$ cat config.mk
export PLATFORM = sky130hd
export DESIGN_NAME = bcd_contador_ud
export DESIGN_NICKNAME = d
export VERILOG_FILES = /design/src/rtl/bcd_contador_ud_pkg.sv /design/src/rtl/bcd_digit_ud.sv /design/src/rtl/bcd_contador_ud.sv
export SDC_FILE = /design/constraint.sdc
export NUM_CORES = 1
export LEC_CHECK = 0
export ABC_AREA = 1
export BUFFER_PORTS_ARGS = -buffer_cell sky130_fd_sc_hd__buf_2
export CAP_MARGIN = 20
export CORE_ASPECT_RATIO = 0.6
export CORE_MARGIN = 8
export CORE_UTILIZATION = 35
export CTS_CLUSTER_DIAMETER = 30
export DETAILED_ROUTE_END_ITERATION = 12
export SETUP_SLACK_MARGIN = 0.5
export SLEW_MARGIN = 0
export SYNTH_ARGS = -nofsm -noshare
export SYNTH_HDL_FRONTEND = slang
export SYNTH_SLANG_ARGS = --single-unit
$ cat constraint.sdc
create_clock -name ck -period 1 [get_ports ck]
set_input_delay 0.25 -clock ck [delete_from_list [all_inputs] [get_ports ck]]
set_output_delay 0.25 -clock ck [all_outputs]
set_load 0.02 [all_outputs]
$ cat src/rtl/bcd_contador_ud_pkg.sv
// Shared BCD definitions for the counters library.
package bcd_contador_ud_pkg;

    localparam int unsigned BCD_W = 4;
    localparam logic [BCD_W-1:0] BCD_MAX = 4'd9;

    function automatic logic [BCD_W-1:0] bcd_clamp(input logic [BCD_W-1:0] digit,
                                                   input logic [BCD_W-1:0] limit);
        return (digit > limit) ? limit : digit;
    endfunction

endpackage

$ cat src/rtl/bcd_digit_ud.sv
// One BCD decade counting 0..LIMIT in either direction, with load and registered end flags.
module bcd_digit_ud
    import bcd_contador_ud_pkg::*;
#(
    parameter logic [BCD_W-1:0] LIMIT = BCD_MAX
) (
    input  logic             ck,
    input  logic             rst_s,
    input  logic             step_en,
    input  logic             up,
    input  logic             ld,
    input  logic [BCD_W-1:0] d_digit,
    output logic [BCD_W-1:0] q_digit,
    output logic             at_limit,
    output logic             at_zero
);

    logic [BCD_W-1:0] q_d;

    always_comb begin
        q_d = q_digit;
        if (ld) begin
            q_d = bcd_clamp(d_digit, LIMIT);
        end else if (step_en) begin
            if (up) begin
                q_d = (q_digit == LIMIT) ? '0 : q_digit + 4'd1;
            end else begin
                q_d = (q_digit == '0) ? LIMIT : q_digit - 4'd1;
            end
        end
    end

    // Flags are registered from the next value so they line up with q_digit.
    always_ff @(negedge ck) begin
        if (rst_s) begin
            q_digit  <= '0;
            at_limit <= 1'b0;
            at_zero  <= 1'b1;
        end else begin
            q_digit  <= q_d;
            at_limit <= (q_d == LIMIT);
            at_zero  <= (q_d == '0);
        end
    end

endmodule

$ cat src/rtl/bcd_contador_ud.sv
// Multi-digit BCD up/down counter with programmable MS-digit top, load, end flags and wrap pulse.
module bcd_contador_ud
    import bcd_contador_ud_pkg::*;
#(
    parameter int unsigned DIGITS  = 2,
    parameter int unsigned TOP_MAX = 5
) (
    input  logic                    ck,
    input  logic                    rst_s,
    input  logic                    enb,
    input  logic                    up,
    input  logic                    ld,
    input  logic [BCD_W*DIGITS-1:0] d,
    output logic [BCD_W*DIGITS-1:0] q,
    output logic                    cnt_max,
    output logic                    cnt_min,
    output logic                    wrap
);

    logic [DIGITS-1:0] at_limit;
    logic [DIGITS-1:0] at_zero;
    logic [DIGITS-1:0] step_en;

    // Ripple carry/borrow: a digit steps only when every lower digit sits at its end.
    always_comb begin
        logic chain;
        chain   = enb;
        step_en = '0;
        for (int i = 0; i < DIGITS; i++) begin
            step_en[i] = chain;
            chain      = chain & (up ? at_limit[i] : at_zero[i]);
        end
    end

    for (genvar i = 0; i < DIGITS; i++) begin : g_digit
        localparam logic [BCD_W-1:0] Lim = (i == DIGITS - 1) ? BCD_W'(TOP_MAX) : BCD_MAX;

        bcd_digit_ud #(
            .LIMIT(Lim)
        ) u_digit (
            .ck      (ck),
            .rst_s   (rst_s),
            .step_en (step_en[i]),
            .up      (up),
            .ld      (ld),
            .d_digit (d[BCD_W*i +: BCD_W]),
            .q_digit (q[BCD_W*i +: BCD_W]),
            .at_limit(at_limit[i]),
            .at_zero (at_zero[i])
        );
    end

    assign cnt_max = &at_limit;
    assign cnt_min = &at_zero;

    always_ff @(negedge ck) begin
        if (rst_s) begin
            wrap <= 1'b0;
        end else begin
            wrap <= ~ld & enb & (up ? cnt_max : cnt_min);
        end
    end

endmodule

==> impl_metrics.tcl <==
set metrics [dict create \
    outcome "finished with violations" \
    violations "setup timing" \
    peakVddDrop_mv 0.655 \
    path_class "reg2out" \
    core-area_sq_um 2540 \
    area_growth_pct 106 \
    fin_ws_ps -607 \
    fp.dieH_um 56.2 \
    rsz0062_at_grt "true" \
    drt_pass1_iterations 4 \
    worstSkewPairLatency_ps 360 \
    final_common_cell "nand2_1" \
    antenna_found_initial 0 \
    clkTransAtPathRegs_ps 40 \
    yosys_register_bits 13 \
    cp.required_ps 750 \
    start_util_pct 37.2 \
    hold_viol 0 \
    synth.distinct_cells 20 \
    hold_class "reg2reg" \
    cts_tree "yes" \
    syn_area_sq_um 945 \
    slew_viol_final 0 \
    place_congestion 0.860 \
    drt_first_iter_violations 95 \
    worst_pin_slew_ps 277 \
    grt_first_pass_wirelength_mm 5.56 \
    die_w_um 83.1 \
    critPathMaxFanout 2 \
    cts.path.max_buffers 2 \
    p_per_area_nw_per_um2 1100 \
    whs_ps 575 \
    p_leak_nw 1.06 \
    io_pins 24 \
    grt_overflow 0 \
    fin_nets 260 \
    die-area_sq_um 4670 \
    finClkSkew_ps 54.2 \
    portBuffers 23 \
    cts_root_buf "clkbuf_8" \
    num_rows 14 \
    totalWireLength_mm 3.89 \
    setup_violations 24 \
    routed.top_layer "met4" \
    startpoint_type "flop" \
    multi_input_area_sq_um 776 \
    yosysWarnings 0 \
    cp_data_arrival_time_ps 1360 \
    drive_above_1_share_pct 58.9 \
    pre_cts_slack_ps -825 \
    post_drt_via_cell_ratio 4.92 \
    regArea_sq_um 297 \
    critPathCaptureType "primary output" \
    hpwl_mm 2.19 \
    track_usage_pct 14.0 \
    antenna_cells 0 \
    synth_cells 167 \
    antenna_left 0 \
    final_cell_mix "42 x nand2_1, 30 x inv_1, 28 x buf_4, 24 x buf_6, 16 x nand2_2" \
    htreeDepth 1 \
    grt_pass1_vias 1247 \
    cts_sinks 13 \
    wire_per_inst_um 14.0 \
    met2_length_mm 1.75 \
    num_vias 1368 \
    wl_met3_um 316 \
    drc 0 \
    met1_length_mm 1.72 \
    synth_nets 180 \
    synth_area_per_cell_sq_um 5.66 \
    cts_buffers 3 \
    cap_violations 0 \
    grt_max_degree 12 \
    slew_headroom_pct 81.5 \
    ys_seq_area_share_pct 27.5 \
    nFillCells 158 \
    hold_buffers 0 \
]
## cells in the mapped netlist, drive strengths merged
master / n / area [sq um]
nand4: 1 / 6.26
o21bai: 1 / 7.51
buf: 3 / 27.5
dfxtp: 13 / 260
xor2: 1 / 8.76
nor2: 20 / 80.1
nand3: 23 / 125
inv: 28 / 105
nand3b: 1 / 7.51
a21oi: 7 / 35.0
o2111ai: 1 / 8.76
o21ai: 3 / 15.0
nand2: 64 / 253
nor3: 1 / 5.00
## path summary, 6_finish.rpt
path,from,end,slack (ps),cells past startpoint
setup reg to reg,g_digit[1].u_digit.q_digit[0],g_digit[1].u_digit.at_limit,-500,11
setup / recovery,g_digit[1].u_digit.at_zero,cnt_min,-610,3
hold / removal,g_digit[0].u_digit.at_zero,wrap,570,3
hold reg to reg,g_digit[0].u_digit.at_zero,wrap,570,3
## stage by stage
step / instances / TNS, ps / total power [mW] / instance area, sq um / utilization [%]
after global routing: 278 / -11920 / 2.27 / 1950 / 76.6
after CTS: 271 / -10110 / 1.96 / 1730 / 68.3
after floorplan: 167 / -6260 / 0.999 / 1030 / -
after detailed placement: 240 / -11770 / 1.20 / 1330 / 52.2
after global placement: 240 / -11590 / 1.19 / 1330 / 52.2
final: 278 / -11110 / 2.14 / 1950 / 76.6
## state kept, by name (all words and copies together), names as in the netlist
name and flops:
g_digit.u_digit.at_zero 2, g_digit.u_digit.q_digit 8, g_digit.u_digit.at_limit 2, wrap 1
## per-layer routing
| layer | up-vias | track usage, % |
|---|---|---|
| met5 | - | 0 |
| met4 | 0 | 4.98 |
| met3 | 10 | 5.41 |
| met2 | 62 | 20.2 |
| met1 | 625 | 18.2 |
| li1 | 671 | - |
## kinds of logic (layout without fill, tap and decap cells)
kind of cell,after synthesis,after routing,share of synthesized area (%)
flops,13,13,27.5
buf+inv,31,110,14.0
compound gates,12,12,7.02
simple gates,110,110,50.5
xor+xnor,1,1,0.927
## area by class of cell
class	count	share of cell area, %
inverter	27	6.37
tap	32	2.06
clock inverter	14	2.70
multi-input combinational	123	39.9
sequential	13	15.2
timing repair buffer	66	31.6
clock buffer	3	2.12
## power by group
part / leakage, nW / switching, mW / internal, mW / total, mW
Clock: 0.0961 / 0.375 / 0.342 / 0.717
Combinational: 0.852 / 0.442 / 0.392 / 0.834
Sequential: 0.114 / 0.0286 / 0.558 / 0.586
Total: 1.06 / 0.845 / 1.29 / 2.14
## worst max-delay path, stage by stage, from the launching register on
cell     delay, ps
dfxtp_2        310
nand2_2         70
inv_2           40
buf_6          120
## what timing repair did
item / CTS / global route
gates resized for setup: 60 / 44
setup buffers: 15 / 7
hold endpoints to repair: 0 / 0
endpoints found under the setup margin: 24 / 24
pin swaps: 28 / 38
Power figures use the tool's default switching activity.
